**src/rtl/finder_pkg.sv**
```systemverilog
// Shared types and byte helpers for the dictionary finder and related parser blocks.
package finder_pkg;

   typedef enum logic [2:0] {IDLE, SKP, TOK, LNK, LEN, CMP, NXT, DONE} state_t;

   localparam int         IMM_BIT = 7;
   localparam int         HID_BIT = 6;
   localparam logic [7:0] LEN_MSK = 8'h1F;

   // NUL is the TIB terminator, so it is deliberately not whitespace.
   function automatic logic is_ws(input logic [7:0] b);
      return (b != 8'h00) && (b <= 8'h20);
   endfunction

   function automatic logic [7:0] fold(input logic [7:0] b);
      if ((b >= 8'h61) && (b <= 8'h7A)) return b - 8'h20;
      return b;
   endfunction

endpackage

```
**src/rtl/char_cmp.sv**
```systemverilog
// Byte comparator: operand A is captured on i_ld, operand B compared live, optional ASCII case fold.
module char_cmp
   import finder_pkg::*;
#(
   parameter int DSZ = 8
) (
   input  logic           clk,
   input  logic           rst_n,
   input  logic           i_ld,
   input  logic           i_icase,
   input  logic [DSZ-1:0] i_a,
   input  logic [DSZ-1:0] i_b,
   output logic           o_eq
);

   logic [DSZ-1:0] r_a;
   logic [DSZ-1:0] w_a_f;
   logic [DSZ-1:0] w_b_f;

   always_comb begin
      w_a_f = i_a;
      w_b_f = i_b;
      if (i_icase) begin
         w_a_f[7:0] = fold(i_a[7:0]);
         w_b_f[7:0] = fold(i_b[7:0]);
      end
   end

   always_ff @(posedge clk or negedge rst_n) begin
      if (!rst_n)    r_a <= '0;
      else if (i_ld) r_a <= w_a_f;
   end

   assign o_eq = (r_a == w_b_f);

endmodule

```
**src/rtl/dict_finder.sv**
```systemverilog
// Tokenises the next TIB word and walks the linked-list dictionary looking for it.
//  state | meaning
//  IDLE  | waiting for start, mb_ai tracks tib
//  SKP   | skipping leading whitespace
//  TOK   | measuring the token up to its delimiter
//  LNK   | reading the little-endian link field of word w
//  LEN   | reading the length byte, length-first reject
//  CMP   | name compare, dict byte then TIB byte per character
//  NXT   | follow link or stop at end of dictionary
//  DONE  | one-cycle result pulse
module dict_finder
   import finder_pkg::*;
#(
   parameter int                 DSZ     = 8,
   parameter int                 ASZ     = 17,
   parameter int                 LSZ     = 2,
   parameter int                 WMAX    = 31,
   parameter logic [LSZ*8-1:0]   END_LNK = 'hFFFF
) (
   input  logic           clk,
   input  logic           rst_n,
   input  logic           start,
   input  logic [ASZ-1:0] ctx,
   input  logic [ASZ-1:0] tib,
   input  logic           icase,
   output logic [ASZ-1:0] mb_ai,
   output logic           mb_we,
   input  logic [DSZ-1:0] mb_vo,
   output logic           bsy,
   output logic           done,
   output logic           hit,
   output logic           eot,
   output logic           imm,
   output logic [ASZ-1:0] wa,
   output logic [ASZ-1:0] pfa,
   output logic [ASZ-1:0] tib_nxt
);

   localparam int             LW     = LSZ * 8;
   localparam logic [ASZ-1:0] A_ONE  = ASZ'(1);
   localparam logic [ASZ-1:0] A_LSZ  = ASZ'(LSZ);
   localparam logic [ASZ-1:0] A_HDR  = ASZ'(LSZ + 1);
   localparam logic [1:0]     L_LAST = 2'(LSZ - 1);
   localparam logic [5:0]     T_MAX  = 6'(WMAX);
   localparam logic [5:0]     T_SAT  = 6'h3F;
   localparam logic [7:0]     W_MSK  = LEN_MSK & 8'(WMAX);

   state_t         r_state,   w_state_nxt;
   logic [ASZ-1:0] r_ai,      w_ai_nxt;
   logic [ASZ-1:0] r_w,       w_w_nxt;
   logic [ASZ-1:0] r_tok,     w_tok_nxt;
   logic           r_icase,   w_icase_nxt;
   logic [5:0]     r_tcnt,    w_tcnt_nxt;
   logic [5:0]     r_cidx,    w_cidx_nxt;
   logic [LW-1:0]  r_link,    w_link_nxt;
   logic [1:0]     r_lcnt,    w_lcnt_nxt;
   logic [7:0]     r_lenb,    w_lenb_nxt;
   logic           r_ph,      w_ph_nxt;
   logic           r_hit,     w_hit_nxt;
   logic           r_eot,     w_eot_nxt;
   logic           r_imm,     w_imm_nxt;
   logic [ASZ-1:0] r_wa,      w_wa_nxt;
   logic [ASZ-1:0] r_pfa,     w_pfa_nxt;
   logic [ASZ-1:0] r_tn,      w_tn_nxt;

   logic [7:0]        w_byte;
   logic              w_ld;
   logic              w_eq;
   logic [ASZ+LW-1:0] w_link_ext;
   logic [ASZ-1:0]    w_link_a;

   assign w_byte     = mb_vo[7:0];
   assign w_link_ext = {{ASZ{1'b0}}, r_link};
   assign w_link_a   = w_link_ext[ASZ-1:0];

   char_cmp #(.DSZ(DSZ)) u_cmp (
      .clk     (clk),
      .rst_n   (rst_n),
      .i_ld    (w_ld),
      .i_icase (r_icase),
      .i_a     (mb_vo),
      .i_b     (mb_vo),
      .o_eq    (w_eq)
   );

   always_ff @(posedge clk or negedge rst_n) begin
      if (!rst_n) begin
         r_state <= IDLE;
         r_ai    <= '0;
         r_w     <= '0;
         r_tok   <= '0;
         r_icase <= 1'b0;
         r_tcnt  <= '0;
         r_cidx  <= '0;
         r_link  <= '0;
         r_lcnt  <= '0;
         r_lenb  <= '0;
         r_ph    <= 1'b0;
         r_hit   <= 1'b0;
         r_eot   <= 1'b0;
         r_imm   <= 1'b0;
         r_wa    <= '0;
         r_pfa   <= '0;
         r_tn    <= '0;
      end else begin
         r_state <= w_state_nxt;
         r_ai    <= w_ai_nxt;
         r_w     <= w_w_nxt;
         r_tok   <= w_tok_nxt;
         r_icase <= w_icase_nxt;
         r_tcnt  <= w_tcnt_nxt;
         r_cidx  <= w_cidx_nxt;
         r_link  <= w_link_nxt;
         r_lcnt  <= w_lcnt_nxt;
         r_lenb  <= w_lenb_nxt;
         r_ph    <= w_ph_nxt;
         r_hit   <= w_hit_nxt;
         r_eot   <= w_eot_nxt;
         r_imm   <= w_imm_nxt;
         r_wa    <= w_wa_nxt;
         r_pfa   <= w_pfa_nxt;
         r_tn    <= w_tn_nxt;
      end
   end

   // Byte states take two cycles: r_ph=0 waits on the read, r_ph=1 consumes mb_vo.
   always_comb begin
      w_state_nxt = r_state;
      w_ai_nxt    = r_ai;
      w_w_nxt     = r_w;
      w_tok_nxt   = r_tok;
      w_icase_nxt = r_icase;
      w_tcnt_nxt  = r_tcnt;
      w_cidx_nxt  = r_cidx;
      w_link_nxt  = r_link;
      w_lcnt_nxt  = r_lcnt;
      w_lenb_nxt  = r_lenb;
      w_ph_nxt    = r_ph;
      w_hit_nxt   = r_hit;
      w_eot_nxt   = r_eot;
      w_imm_nxt   = r_imm;
      w_wa_nxt    = r_wa;
      w_pfa_nxt   = r_pfa;
      w_tn_nxt    = r_tn;
      w_ld        = 1'b0;
      unique case (r_state)
         IDLE: begin
            w_ai_nxt = tib;
            if (start) begin
               w_state_nxt = SKP;
               w_w_nxt     = ctx;
               w_icase_nxt = icase;
               w_ph_nxt    = 1'b0;
            end
         end
         SKP: begin
            w_ph_nxt = ~r_ph;
            if (r_ph) begin
               if (w_byte == 8'h00) begin
                  w_state_nxt = DONE;
                  w_hit_nxt   = 1'b0;
                  w_eot_nxt   = 1'b1;
                  w_imm_nxt   = 1'b0;
                  w_tn_nxt    = r_ai;
               end else if (is_ws(w_byte)) begin
                  w_ai_nxt = r_ai + A_ONE;
               end else begin
                  w_state_nxt = TOK;
                  w_tok_nxt   = r_ai;
                  w_tcnt_nxt  = 6'd1;
                  w_ai_nxt    = r_ai + A_ONE;
               end
            end
         end
         TOK: begin
            w_ph_nxt = ~r_ph;
            if (r_ph) begin
               if ((w_byte == 8'h00) || is_ws(w_byte)) begin
                  w_tn_nxt  = (w_byte == 8'h00) ? r_ai : r_ai + A_ONE;
                  w_eot_nxt = 1'b0;
                  if (r_tcnt > T_MAX) begin
                     w_state_nxt = DONE;
                     w_hit_nxt   = 1'b0;
                     w_imm_nxt   = 1'b0;
                  end else begin
                     w_state_nxt = LNK;
                     w_ai_nxt    = r_w;
                     w_lcnt_nxt  = '0;
                  end
               end else begin
                  if (r_tcnt != T_SAT) w_tcnt_nxt = r_tcnt + 6'd1;
                  w_ai_nxt = r_ai + A_ONE;
               end
            end
         end
         LNK: begin
            w_ph_nxt = ~r_ph;
            if (r_ph) begin
               w_link_nxt[int'(r_lcnt)*8 +: 8] = w_byte;
               if (r_lcnt == L_LAST) begin
                  w_state_nxt = LEN;
                  w_ai_nxt    = r_w + A_LSZ;
               end else begin
                  w_lcnt_nxt = r_lcnt + 2'd1;
                  w_ai_nxt   = r_ai + A_ONE;
               end
            end
         end
         LEN: begin
            w_ph_nxt = ~r_ph;
            if (r_ph) begin
               w_lenb_nxt = w_byte;
               if (w_byte[HID_BIT] || ((w_byte & W_MSK) != {2'b00, r_tcnt})) begin
                  w_state_nxt = NXT;
               end else begin
                  w_state_nxt = CMP;
                  w_ai_nxt    = r_w + A_HDR;
                  w_cidx_nxt  = '0;
               end
            end
         end
         CMP: begin
            // r_ph=0: mb_vo holds TIB byte of char r_cidx-1; r_ph=1: dict byte of char r_cidx.
            if (!r_ph) begin
               if ((r_cidx != 6'd0) && !w_eq) begin
                  w_state_nxt = NXT;
               end else if (r_cidx == r_tcnt) begin
                  w_state_nxt = DONE;
                  w_hit_nxt   = 1'b1;
                  w_eot_nxt   = 1'b0;
                  w_imm_nxt   = r_lenb[IMM_BIT];
                  w_wa_nxt    = r_w;
                  w_pfa_nxt   = r_w + A_HDR + ASZ'(r_tcnt);
               end else begin
                  w_ai_nxt = r_tok + ASZ'(r_cidx);
                  w_ph_nxt = 1'b1;
               end
            end else begin
               w_ld       = 1'b1;
               w_ai_nxt   = r_w + A_HDR + ASZ'(r_cidx) + A_ONE;
               w_cidx_nxt = r_cidx + 6'd1;
               w_ph_nxt   = 1'b0;
            end
         end
         NXT: begin
            w_ph_nxt = 1'b0;
            if (r_link == END_LNK) begin
               w_state_nxt = DONE;
               w_hit_nxt   = 1'b0;
               w_eot_nxt   = 1'b0;
               w_imm_nxt   = 1'b0;
            end else begin
               w_state_nxt = LNK;
               w_w_nxt     = w_link_a;
               w_ai_nxt    = w_link_a;
               w_lcnt_nxt  = '0;
            end
         end
         DONE: begin
            w_state_nxt = IDLE;
         end
         default: w_state_nxt = IDLE;
      endcase
   end

   assign mb_ai   = r_ai;
   assign mb_we   = 1'b0;
   assign bsy     = (r_state != IDLE) && (r_state != DONE);
   assign done    = (r_state == DONE);
   assign hit     = r_hit;
   assign eot     = r_eot;
   assign imm     = r_imm;
   assign wa      = r_wa;
   assign pfa     = r_pfa;
   assign tib_nxt = r_tn;

endmodule

```
**config.mk**
```make
export PLATFORM = sky130hd
export DESIGN_NAME = dict_finder
export DESIGN_NICKNAME = d
export VERILOG_FILES = /design/src/rtl/finder_pkg.sv /design/src/rtl/char_cmp.sv /design/src/rtl/dict_finder.sv
export SDC_FILE = /design/constraint.sdc
export NUM_CORES = 1
export LEC_CHECK = 0
export ABC_AREA = 1
export BUFFER_PORTS_ARGS = -buffer_cell sky130_fd_sc_hd__buf_2
export CAP_MARGIN = 20
export CORE_MARGIN = 8
export CORE_UTILIZATION = 35
export DETAILED_ROUTE_END_ITERATION = 6
export GPL_ROUTABILITY_DRIVEN = 0
export GPL_TIMING_DRIVEN = 0
export HOLD_SLACK_MARGIN = 0.12
export PLACE_DENSITY_LB_ADDON = 0.25
export RECOVER_POWER = 100
export SLEW_MARGIN = 15
export SYNTH_ARGS = -nofsm -noshare
export SYNTH_HDL_FRONTEND = slang
export SYNTH_SLANG_ARGS = --single-unit
export TNS_END_PERCENT = 100
```
**constraint.sdc**
```tcl
create_clock -name clk -period 7.7 [get_ports clk]
set_input_delay 1.155 -clock clk [delete_from_list [all_inputs] [get_ports clk]]
set_output_delay 1.155 -clock clk [all_outputs]
set_load 0.03 [all_outputs]
```
==> results.cfg <==
[floorplanning]
io_pins = 120
start_util = 0.355
die_h_um = 192
fp.dieArea_um2 = 36900
core_area_um2 = 30600
die_w_um = 192
core.rowCount = 64

[synthesis]
synth-seq-area-share = 0.344
ys_types = 50
synth_ff_type = dfrtp_1
ys_warn_count = 0
post_synth_instance_area_um2 = 10800
synthCells = 1617
async_reset_ff_frac = 1.00
avgSynthCellArea_um2 = 6.71
synth_nets = 1696
synth-edff-count = 0
ys_seq_elements = 149

[power]
combPwrFrac = 0.588
fin_total_pwr_w = 0.00575
p_clk_frac = 0.161
internal-power_w = 0.00261
p_leak_nw = 5.94
peakVddDrop_mv = 0.224
swShare = 0.546
p_seq_frac = 0.251
switching_power_w = 0.00314
powerDensity_nw_per_um2 = 466

[place]
dp_slack_ns = 4.03
post-dp-hpwl_um = 32600
io_buffers = 113

[global_route]
use_met2 = 0.371
grt.overflow.total = 0
grt_pass1_wl_um = 63700
gr-usage-met1 = 0.290
grt_start_max_net_pins = 82
grt_use_met3 = 0.0347
antenna_found_initial = 0
grt_pass1_vias = 11300
grt.busiest_layer = met2
track_usage = 0.224

[critical_path]
rr_worst_depth = 21
r2r-start = r_w[0]
reg2reg_slack_ns = 3.56
end_kind = asynchronous set/reset pin
cp_slowest_stage_delay_ns = 2.76
startpoint_type = input pin
path_buf_inv = 1
startpoint = rst_n
worstPathCellList = clkbuf_1
crit_family = buffers and inverters
worstPathMaxFanout = 69
critPathSlowestCell = clkbuf_1
critPathArrivalTime_ns = 4.04
setup.worst_path.class = in -> async
cp.required_ns = 7.31
reg2reg_to = mb_ai[16]

[sta]
skew_ns = 0.0116
post-route-min-period_ns = 4.42
tightestPinTransition_ns = 4.05
fmax_mhz = 226
grt_setup_unrepaired = no
maxSlewHeadroom = -1.70
slew_violations = 69
final_hold_viol_count = 0
setup_tns_ns = 0
finalWorstSetupSlack_ns = 3.28
setup_violations = 0
period_share = 0.575

[routing]
postRouteAntennaNets = 0
drtIter0Drc = 1176
detail_route.wl_per_cell_um = 19.0
drcViolationCount = 0
vias = 11600
avgViaCountPerCell = 5.35
drt_wl_total_um = 41100
first_pass_iters = 7

[clock_tree]
clk_path_buf_depth = 2
cts_root_buf = clkbuf_16
cts_buffers = 17
hold_buffers = 0
cts_tree = built
cts_resized = 0
clock-sinks = 149
path_clk_slew_ns = 0.06
htreeDepth = 4
clkLatencyLatePin_ns = 0.45
cts_setup_buffers = 0

[final_layout]
area_growth_pct = 13.7
seq_area_um2 = 3730
diodes = 0
n_fill_cell = 3381
multi_input_area_um2 = 6080
layout-drive-gt1-share = 0.0720
fin_nets = 1829

[outcome]
status = finished with violations
violations = capacitance limit, slew limit

[worst_hold_path]
hold_path.class = reg -> reg
hold_path_depth = 2
whs_endpoint = pfa[8]
holdCritStartpoint = pfa[8]

[flow_run]
drv_cap = 1
==> through the flow <==
| step | std cells | hold slack (ns) | cell area [µm²] | util |
|---|---|---|---|---|
| finish | 2159 | 0.485 | 12300 | 0.403 |
| global route | 2159 | 0.507 | 12300 | 0.403 |
| floorplan | 1617 | 0.448 | 10800 | - |
| global placement | 2126 | 0.464 | 11900 | 0.389 |
| detailed placement | 2127 | 0.466 | 11900 | 0.390 |
| CTS | 2159 | 0.482 | 12600 | 0.411 |
==> synth_stat cells (2+ instances only) <==
cell type | number | share of area
o211ai_1 | 8 | 0.0055
clkbuf_1 | 27 | 0.0093
or2_2 | 5 | 0.0029
nand4_1 | 40 | 0.023
o21ai_0 | 137 | 0.063
o21ai_2 | 4 | 0.0032
a21o_1 | 3 | 0.0021
nand2_2 | 13 | 0.0075
nor2_2 | 15 | 0.0087
fa_1 | 3 | 0.0055
dfrtp_1 | 149 | 0.34
xnor2_1 | 9 | 0.0073
nand2_1 | 487 | 0.17
clkinv_1 | 2 | 0.00069
buf_6 | 6 | 0.0062
nor2_1 | 153 | 0.053
inv_2 | 19 | 0.0066
nor3_1 | 19 | 0.0088
o21bai_1 | 4 | 0.0028
nor4_1 | 7 | 0.0040
buf_2 | 17 | 0.0078
a21oi_1 | 68 | 0.031
nand3b_1 | 3 | 0.0021
buf_4 | 3 | 0.0021
xor2_1 | 37 | 0.030
ha_1 | 30 | 0.035
nand3_1 | 107 | 0.049
nand2_4 | 3 | 0.0031
nor2_4 | 7 | 0.0073
inv_1 | 151 | 0.052
o22ai_1 | 6 | 0.0035
a211oi_1 | 4 | 0.0028
o21ai_1 | 39 | 0.018
a31oi_1 | 16 | 0.0092
==> cell type report <==
| cell class | count | share of cell area |
|---|---|---|
| inverters | 172 | 0.0523 |
| clock inverters | 13 | 0.0158 |
| plain buffers | 54 | 0.0200 |
| multi-input cells | 1242 | 0.493 |
| repair buffers | 114 | 0.0405 |
| well taps | 396 | 0.0402 |
| clock buffers | 19 | 0.0359 |
| flip-flops and latches | 149 | 0.302 |
==> kinds of logic (layout without fill, tap and decap cells) <==
logic type / after synthesis / in the layout / share of synthesized area
AND/OR/NAND/NOR: 865 / 865 / 0.344
XOR/XNOR: 46 / 46 / 0.0372
buffers and inverters: 226 / 372 / 0.0854
other: 1 / 1 / 0.000346
adder cells (fa/ha/maj): 33 / 33 / 0.0402
flip-flops: 149 / 149 / 0.344
multiplexers: 1 / 1 / 0.00104
AO/OA/AOI/OAI: 296 / 296 / 0.148
==> sequential cells by signal, summed over array words and instances (netlist names) <==
name	flops
imm	1
r_icase	1
eot	1
r_tok	17
r_lcnt	2
r_cidx	6
r_tcnt	6
r_state	3
hit	1
r_w	17
mb_ai	17
r_lenb	1
tib_nxt	17
u_cmp.r_a	8
r_link	16
wa	17
r_ph	1
pfa	17
==> placed cells by master (no fill, tap or decap), types with 3 or more instances in the layout <==
master      count
nand2_2         9
a31oi_1        16
a211oi_1        5
inv_1         158
inv_6           4
dfrtp_1       149
bufinv_16       4
o21bai_1        4
buf_2          49
o21ai_1        12
xor2_1         37
nand4_1        41
a21oi_1        69
nor4_1          7
a21o_1          3
o22ai_1         6
nor2_2         10
nor2_4          3
clkbuf_1      113
ha_1           30
xnor2_1         9
clkbuf_16      17
o211ai_1        8
nand2_1       492
nand3b_1        3
nand3_1       108
nor3_1         19
o21ai_0       168
inv_2          10
buf_6           3
nor2_1        162
fa_1            3
clkinv_1        4
clkinvlp_4      3
or2_2           5
==> how the worst max path moves through the flow <==
stage	endpoint	cells past startpoint
detailed placement	mb_ai[4]	15
global route	mb_ai[11]	1
floorplan	bsy	6
finish	wa[1]	1
global placement	wa[0]	1
CTS	bsy	8
==> routing by layer <==
layer,share of wire,vias to the layer above
li1,-,5569
met3,0.060,89
met4,0.035,0
met5,0,-
met1,0.43,5484
met2,0.48,414
==> power groups by stage <==
stage / clock network (W) / logic, W / registers (W)
5_1_grt: 0.000974 / 0.00375 / 0.00149
3_5_place_dp: 0 / 0.00345 / 0.00145
2_1_floorplan: 0 / 0.00219 / 0.00157
3_3_place_gp: 0 / 0.00342 / 0.00144
6_report: 0.000927 / 0.00338 / 0.00144
4_1_cts: 0.000941 / 0.00347 / 0.00144
Power figures use the tool's default switching activity.
